`src/rtl/core_config_pkg.sv`:
```
// core_config_pkg: shared core configuration types and constants.
// Holds the stage_link state encoding, the link depth and a saturating
// counter helper used by optional statistics logic.
package core_config_pkg;

  // Occupancy states of the two-entry stage link.
  typedef enum logic [1:0] {
    EMPTY = 2'd0,
    ONE   = 2'd1,
    FULL  = 2'd2
  } stage_link_state_t;

  // Number of words a stage link can hold (head plus skid entry).
  localparam int STAGE_LINK_DEPTH = 2;

  // Width of the optional statistics counters.
  localparam int STAT_CNT_W = 32;

  // Increment a statistics counter, holding it at all-ones once saturated.
  function automatic logic [STAT_CNT_W-1:0] sat_inc(input logic [STAT_CNT_W-1:0] val);
    logic [STAT_CNT_W-1:0] res;
    if (val == {STAT_CNT_W{1'b1}}) begin
      res = val;
    end else begin
      res = val + {{(STAT_CNT_W-1){1'b0}}, 1'b1};
    end
    return res;
  endfunction

endpackage : core_config_pkg

```
`src/rtl/en_edge.sv`:
```
// en_edge: turns a multi-cycle clock-enable level into a one-cycle strobe.
// The strobe fires on the first clk cycle in which en is seen high after
// having been low. It is held low while rst_n is asserted so that nothing
// downstream can move during reset even if en is already high.
module en_edge (
  input  logic clk,
  input  logic rst_n,
  input  logic en,
  output logic tick
);

  logic en_q_r;

  // Remember the enable level from the previous clk cycle.
  always_ff @(posedge clk or negedge rst_n) begin
    if (!rst_n) begin
      en_q_r <= 1'b0;
    end else begin
      en_q_r <= en;
    end
  end

  // Rising-edge detect, gated by reset so the strobe is quiet in reset.
  always_comb begin
    tick = en & ~en_q_r & rst_n;
  end

endmodule : en_edge

```
`src/rtl/stage_link.sv`:
```
// stage_link: two-entry pipeline link whose transfers are paced by the core
// clock-enable. Words move across the valid/ready handshake only on the
// one-cycle tick derived from clk_en; the skid entry absorbs one word of
// downstream backpressure so an accepted word is never lost.
// Optional feature macro: STAGE_LINK_STATS_EN adds saturating xfer_cnt and
// stall_cnt output counters.
module stage_link
  import core_config_pkg::*;
#(
  parameter int WIDTH = 32
) (
  input  logic             clk,
  input  logic             rst_n,
  input  logic             clk_en,
  input  logic             flush,
  input  logic             in_valid,
  input  logic [WIDTH-1:0] in_data,
  output logic             in_ready,
  output logic             out_valid,
  output logic [WIDTH-1:0] out_data,
  input  logic             out_ready,
  output logic             tick
`ifdef STAGE_LINK_STATS_EN
  ,
  output logic [STAT_CNT_W-1:0] xfer_cnt,
  output logic [STAT_CNT_W-1:0] stall_cnt
`endif
);

  stage_link_state_t state_r;
  logic [WIDTH-1:0]  head_r;
  logic [WIDTH-1:0]  skid_r;
  logic              in_ready_r;
  logic              out_valid_r;
  logic              tick_s;
  logic              push_s;
  logic              pop_s;

  en_edge u_en_edge (
    .clk   (clk),
    .rst_n (rst_n),
    .en    (clk_en),
    .tick  (tick_s)
  );

  // Handshake qualification: nothing moves unless the tick is present.
  always_comb begin
    push_s = 1'b0;
    pop_s  = 1'b0;
    if (tick_s) begin
      push_s = in_valid & in_ready_r;
      pop_s  = out_valid_r & out_ready;
    end else begin
      push_s = 1'b0;
      pop_s  = 1'b0;
    end
  end

  // Occupancy FSM with storage and registered ready/valid; flush wins.
  always_ff @(posedge clk or negedge rst_n) begin
    if (!rst_n) begin
      state_r     <= EMPTY;
      head_r      <= {WIDTH{1'b0}};
      skid_r      <= {WIDTH{1'b0}};
      in_ready_r  <= 1'b1;
      out_valid_r <= 1'b0;
    end else if (flush) begin
      state_r     <= EMPTY;
      in_ready_r  <= 1'b1;
      out_valid_r <= 1'b0;
    end else begin
      case (state_r)
        EMPTY: begin
          if (push_s) begin
            head_r      <= in_data;
            state_r     <= ONE;
            in_ready_r  <= 1'b1;
            out_valid_r <= 1'b1;
          end
        end
        ONE: begin
          if (push_s && pop_s) begin
            head_r <= in_data;
          end else if (push_s) begin
            skid_r      <= in_data;
            state_r     <= FULL;
            in_ready_r  <= 1'b0;
            out_valid_r <= 1'b1;
          end else if (pop_s) begin
            state_r     <= EMPTY;
            in_ready_r  <= 1'b1;
            out_valid_r <= 1'b0;
          end
        end
        FULL: begin
          if (pop_s) begin
            head_r      <= skid_r;
            state_r     <= ONE;
            in_ready_r  <= 1'b1;
            out_valid_r <= 1'b1;
          end
        end
        default: begin
          state_r     <= EMPTY;
          in_ready_r  <= 1'b1;
          out_valid_r <= 1'b0;
        end
      endcase
    end
  end

  // Drive ports straight from the state-decoded registers.
  always_comb begin
    in_ready  = in_ready_r;
    out_valid = out_valid_r;
    out_data  = head_r;
    tick      = tick_s;
  end

`ifdef STAGE_LINK_STATS_EN
  logic [STAT_CNT_W-1:0] xfer_cnt_r;
  logic [STAT_CNT_W-1:0] stall_cnt_r;

  // Saturating transfer and stall counters; flush leaves them intact.
  always_ff @(posedge clk or negedge rst_n) begin
    if (!rst_n) begin
      xfer_cnt_r  <= {STAT_CNT_W{1'b0}};
      stall_cnt_r <= {STAT_CNT_W{1'b0}};
    end else begin
      if (pop_s && !flush) begin
        xfer_cnt_r <= sat_inc(xfer_cnt_r);
      end
      if (tick_s && out_valid_r && !out_ready) begin
        stall_cnt_r <= sat_inc(stall_cnt_r);
      end
    end
  end

  // Expose the counters.
  always_comb begin
    xfer_cnt  = xfer_cnt_r;
    stall_cnt = stall_cnt_r;
  end
`endif

endmodule : stage_link
```
`config.mk`:
```
export PLATFORM = sky130hd
export DESIGN_NAME = stage_link
export DESIGN_NICKNAME = d
export VERILOG_FILES = /design/src/rtl/core_config_pkg.sv /design/src/rtl/en_edge.sv /design/src/rtl/stage_link.sv
export SDC_FILE = /design/constraint.sdc
export NUM_CORES = 1
export LEC_CHECK = 0
export CAP_MARGIN = 10
export CORE_MARGIN = 2
export CORE_UTILIZATION = 45
export CTS_CLUSTER_DIAMETER = 50
export DETAILED_ROUTE_END_ITERATION = 8
export PLACE_DENSITY = 0.84
export SYNTH_ARGS = -nofsm -noshare
export SYNTH_HDL_FRONTEND = slang
export SYNTH_SLANG_ARGS = --single-unit
```
`constraint.sdc`:
```
create_clock -name clk -period 2.01 [get_ports clk]
set_input_delay 0.3015 -clock clk [delete_from_list [all_inputs] [get_ports clk]]
set_output_delay 0.3015 -clock clk [all_outputs]
set_load 0.1 [all_outputs]
```
# [After elaboration in Yosys (flattened, before gate mapping)]
# Cells that the tools add are included.
[word_totals] regBits=69 input_bits=38 out_inout_bits=35 word_cells=54
[op_classes] eq_ne=9 mux=25 n_bitwise=7 n_reduce_logical=7
[ops] operator="two-way mux 32 bit" n=3
[ops] operator="one-hot mux 32 bit (3 select lines)" n=1
[ops] operator="two-way mux 1 bit" n=12
[ops] operator="two-way mux 2 bit" n=6
[ops] operator="inequality test 3 bit, second input constant" n=3
[ops] operator="AND reduction 4 bit" n=2
[ops] operator="inequality test 2 bit, second input constant" n=3
[ops] operator="one-hot mux 1 bit (3 select lines)" n=2
[ops] operator="one-hot mux 2 bit (3 select lines)" n=1
[ops] operator="AND reduction 5 bit" n=1
[ops] operator="bitwise AND 1 bit" n=4
[ops] operator="inequality test 4 bit, second input constant" n=1
[ops] operator="inverter 1 bit" n=3
[ops] operator="nonzero test 3 bit" n=1
[ops] operator="== test 2 x 1 -> 1 bit, second input constant" n=1
[ops] operator="== test 2 bit, second input constant" n=1
[ops] operator="logical NOT 2 bit" n=1
[ops] operator="AND reduction 2 bit" n=1
[ops] operator="logical AND 1 bit" n=1

# [Depth between registers and ports, before layout]
[logic_depth] word_depth=9 ltp_mapped=7 depth_no_buf=6

# [Hierarchy]
# Synthesis repeated with hierarchy kept, for this count alone.
[hier_totals] cells_unflattened=216 area_unflattened_um2=3330.7
[by_module_without_submodules] module="stage_link" n_inst=1 cells_per_inst=214 area_per_inst_um2=3296.9 seq_area_each_um2=1702.9
[by_module_without_submodules] module="en_edge" n_inst=1 cells_per_inst=2 area_per_inst_um2=33.8 seq_area_each_um2=25.0

# [Least setup slack after synthesis]
# No wires, ideal clock.
[synth_path] kind="register -> register" from="register in_ready_r (netlist: in_ready)" to="register skid_r[21]" setup_ns=0.125 t_arrival_ns=2.138 setup_slack_ns=-0.253 path_stages_with_launch=6 path_cell_list="dfstp_2 nand3_1 or2_4 nor3_4 buf_6 mux2_2"
[synth_between] elab_chain_cells=5
[synth_rtl] item="from (decl)" line="stage_link.sv:33" source="logic in_ready_r;"
[synth_rtl] item="from (signal assigned)" line="stage_link.sv:65" source="in_ready_r <= 1'b1;"
[synth_rtl] item="from (signal assigned)" line="stage_link.sv:69" source="in_ready_r <= 1'b1;"
[synth_rtl] item="from (signal assigned)" line="stage_link.sv:77" source="in_ready_r <= 1'b1;"
[synth_rtl] item="bitwise AND 1 bit *" line="stage_link.sv:51" source="push_s = in_valid & in_ready_r;"
[synth_rtl] item="two-way mux 1 bit *" line="stage_link.sv:50" source="if (tick_s) begin"
[synth_rtl] item="logical AND 1 bit" line="stage_link.sv:82" source="if (push_s && pop_s) begin"
[synth_rtl] item="inverter 1 bit (no line)"
[synth_rtl] item="AND reduction 4 bit (no line) *"
[synth_rtl] item="to (signal assigned)" line="stage_link.sv:64" source="skid_r <= {WIDTH{1'b0}};"
[synth_rtl] item="to (signal assigned)" line="stage_link.sv:85" source="skid_r <= in_data;"
[synth_rtl] item="to (decl)" line="stage_link.sv:32" source="logic [WIDTH-1:0] skid_r;"
# Every way passes the cells marked *; elsewhere a longest branch is shown, timed or not.
# A chain may end at the register's enable or synchronous reset.

# [Final worst setup path]
[layout_path] from="register in_ready_r (netlist: in_ready)" to="register skid_r[23]"
# The elaborated chain is that of the path after synthesis.

==> flow_summary.rst <==
.. list-table::
   :header-rows: 1

   * - Metric
     - Value
   * - Total Nets Final
     - around 360
   * - Hold Buf Count CTS
     - 0
   * - Horizontal extent of the die
     - 88.57 um
   * - Iteration-0 DRC count of the detailed router
     - 77
   * - Async set or reset register ratio after synthesis
     - 100.0%
   * - Proportion of netlist area held by the largest area contributor
     - a little over half
   * - Number of nets in the synthesized netlist
     - 266
   * - Fin crit period
     - 1.954 ns
   * - Y dimension of the die
     - 88.57 um
   * - Worst setup path class
     - reg -> reg
   * - Worst hold path class
     - in -> async
   * - Antenna fix cells
     - 0
   * - Startpoint kind of the worst setup timing path
     - flop
   * - Pin count of the biggest net entering global routing
     - 70
   * - Leading register cell type out of synthesis
     - dfrtp_1
   * - Data required, critical path
     - 2.23 ns
   * - Commonest cells in the netlist
     - 94 x mux2_2, 68 x dfrtp_1, 6 x nor2_1
   * - Sequential share of the synthesized area
     - 53.69%
   * - Crit-path max FO
     - 8
   * - Congestion Overflow GR
     - 0
   * - Post-synthesis register bit count
     - 69
   * - Average instance area after synthesis
     - 14.37 um2
   * - Root buffer cell
     - clkbuf_8
   * - Count of filler cells inserted in the layout
     - ~560
   * - Share of the cycle needed by the critical path after routing
     - 97.22%
   * - Count of warnings emitted by yosys
     - 0
   * - Total I/O pin count
     - between 70 and 80
   * - Share of cells above drive strength 1
     - 55.35%
   * - Worst r2r path cells
     - 6
   * - CTS tree
     - done
   * - Number of vias per cell after detailed routing
     - 5.057
   * - H-tree level count
     - 3
   * - Clock tree skew after final layout
     - 0.007520 ns
   * - Die ar.
     - 7844 um2
   * - Register-to-Register Setup Slack
     - 0.06 ns
   * - Detailed placer's ending HPWL
     - between 4000 and 5000 um
   * - Floorplan Core Area
     - 6869 um2
   * - Total number of placement rows
     - 30
   * - Syn Inst Count
     - between 200 and 250
   * - Fmax achieved
     - 511.7 MHz
   * - Remaining routing DRC violations
     - 0
   * - Average wire per standard cell
     - 15.69 um
   * - First-pass GRT wire length
     - 10330 um
   * - Yosys top cell by area
     - dfrtp_1
   * - Clock buffer count from CTS
     - 9
   * - Worst-margin pin slew
     - 0.8637 ns
   * - Count of distinct cell types in the synthesized netlist
     - 37
   * - Gr usage total
     - 17.33%
   * - Layout overhead on the synthesized area
     - 35.38%
   * - Final count of hold timing violations
     - 0
   * - Relative slew margins
     - 42.42%
   * - Data arrival time of the worst path
     - 2.17 ns
   * - Top-count cell post-synth
     - mux2_2
   * - R2r startpoint
     - in_ready
   * - Final-report setup violation count
     - 0
   * - Initial Util
     - roughly 47%
   * - Count of flip-flops with a built-in enable after synthesis
     - 0
   * - Post-route ant nets
     - 0
   * - Post-layout util
     - between 60 and 70%
   * - Clock latency on the worst-skew pair
     - around 0.34 ns
   * - Endpoint class of the critical path
     - flop
   * - Buffer levels on the longest clock path
     - 2
   * - Clock sink total
     - 69
   * - Overall routed net length
     - 6638 um
   * - Drt pass-1 iters
     - 4
   * - Vias after detailed routing
     - 2139
   * - Number of global-route vias before repair
     - 2188
   * - Initial antenna violation count
     - 0
   * - Synthesized area
     - 3218 um2
   * - Most area-consuming cells after synthesis
     - dfrtp_1 53%, mux2_2 33%, ha_1 1.6%
   * - Routability-driven placement congestion ratio
     - 0.8437
   * - Count of buffers from port buffering
     - 72
   * - RR Endpoint
     - skid_r[23]
   * - CTS clk-pin slew, worst paths
     - 0.07 ns
   * - Number of maximum-capacitance constraint violations
     - 0
   * - Outcome
     - finished clean
   * - Slew Viols, Final
     - 0
-- flip-flops by register name, indices dropped and copies added (netlist names) --
| name | count |
|---|---|
| state_r | 2 |
| in_ready | 1 |
| out_valid | 1 |
| u_en_edge.en_q_r | 1 |
| skid_r | 32 |
| out_data | 32 |
-- repair_timing --
item / CTS / global route
setup buffers: 0 / 2
hold endpoints to repair: 0 / 0
setup endpoints to repair: 0 / 32
resized for setup: 0 / 2
-- metrics by stage --
step / hold WS, ns / cells / TNS, ns / cell area (um2) / worst slack [ns]
6_report: 0.1805 / 423 / 0 / 4357 / 0.05587
5_1_grt: 0.2655 / 423 / -0.008631 / 4357 / -0.006508
4_1_cts: 0.2187 / 419 / 0 / 4293 / 0.04075
3_5_place_dp: 0.4775 / 403 / -8.330 / 4134 / -0.1876
3_3_place_gp: 0.4620 / 403 / -6.828 / 4134 / -0.1469
2_1_floorplan: 0.005909 / 224 / -2.415 / 3233 / -0.08167
-- how the worst max path moves through the flow --
| stage | startpoint | end | slack [ns] | cells after the start |
|---|---|---|---|---|
| final | in_ready | skid_r[23] | 0.06 | 6 |
| after global placement | clk_en | skid_r[29] | -0.15 | 6 |
| after global routing | in_ready | skid_r[14] | -0.007 | 6 |
| after detailed placement | clk_en | skid_r[1] | -0.19 | 6 |
| after CTS | state_r[1] | skid_r[1] | 0.04 | 7 |
| after floorplan | in_ready | skid_r[21] | -0.08 | 5 |
-- cell families after synthesis --
family | share of synthesized area, %
AOI/OAI and AO/OA | 4.083
adders and majority gates | 1.555
buffers and inverters | 2.838
DFF | 53.69
muxes | 33.59
and+or+nand+nor | 4.238
-- worst max-delay path: stages, from the launching register on --
cell and delay (ns):
dfstp_4 0.67, nand3_2 0.08, or2_4 0.25, nor3_4 0.17
buf_4 0.16, buf_6 0.15, mux2_2 0.34
-- cells in the final DEF (no fill, tap or decap), types with 2 or more instances in the layout --
cell             count
clkinv_2             4
inv_1                5
dfrtp_1             67
o31ai_1              2
ha_1                 2
buf_4               54
nor3_1               3
buf_12               5
clkbuf_1             2
clkbuf_8             9
a41oi_1              2
a21oi_1              2
mux2_2              94
nand2_1              4
clkdlybuf4s50_1     36
nor2_1               6
mux2_1               2
-- layout make-up --
type,instances,area [um2],share of cell area (%)
inverter,5,18.77,0.4308
sequential,69,1733,39.78
clock buffer,11,131.4,3.016
multi-input combinational,140,1424,32.68
clock inverter,5,27.53,0.6318
timing repair buffer,97,902.1,20.71
tap,96,120.1,2.757
-- layer usage --
metal | share of wire (%) | GRT usage [%]
met5 | 0 | 0
met4 | 1.1 | 6.474
met3 | 4.7 | 4.384
met2 | 49 | 28.43
met1 | 45 | 22.26
Power of run 1 is not shown: default switching activity piles up to over one toggle a cycle in this logic, so the estimate is an artifact.
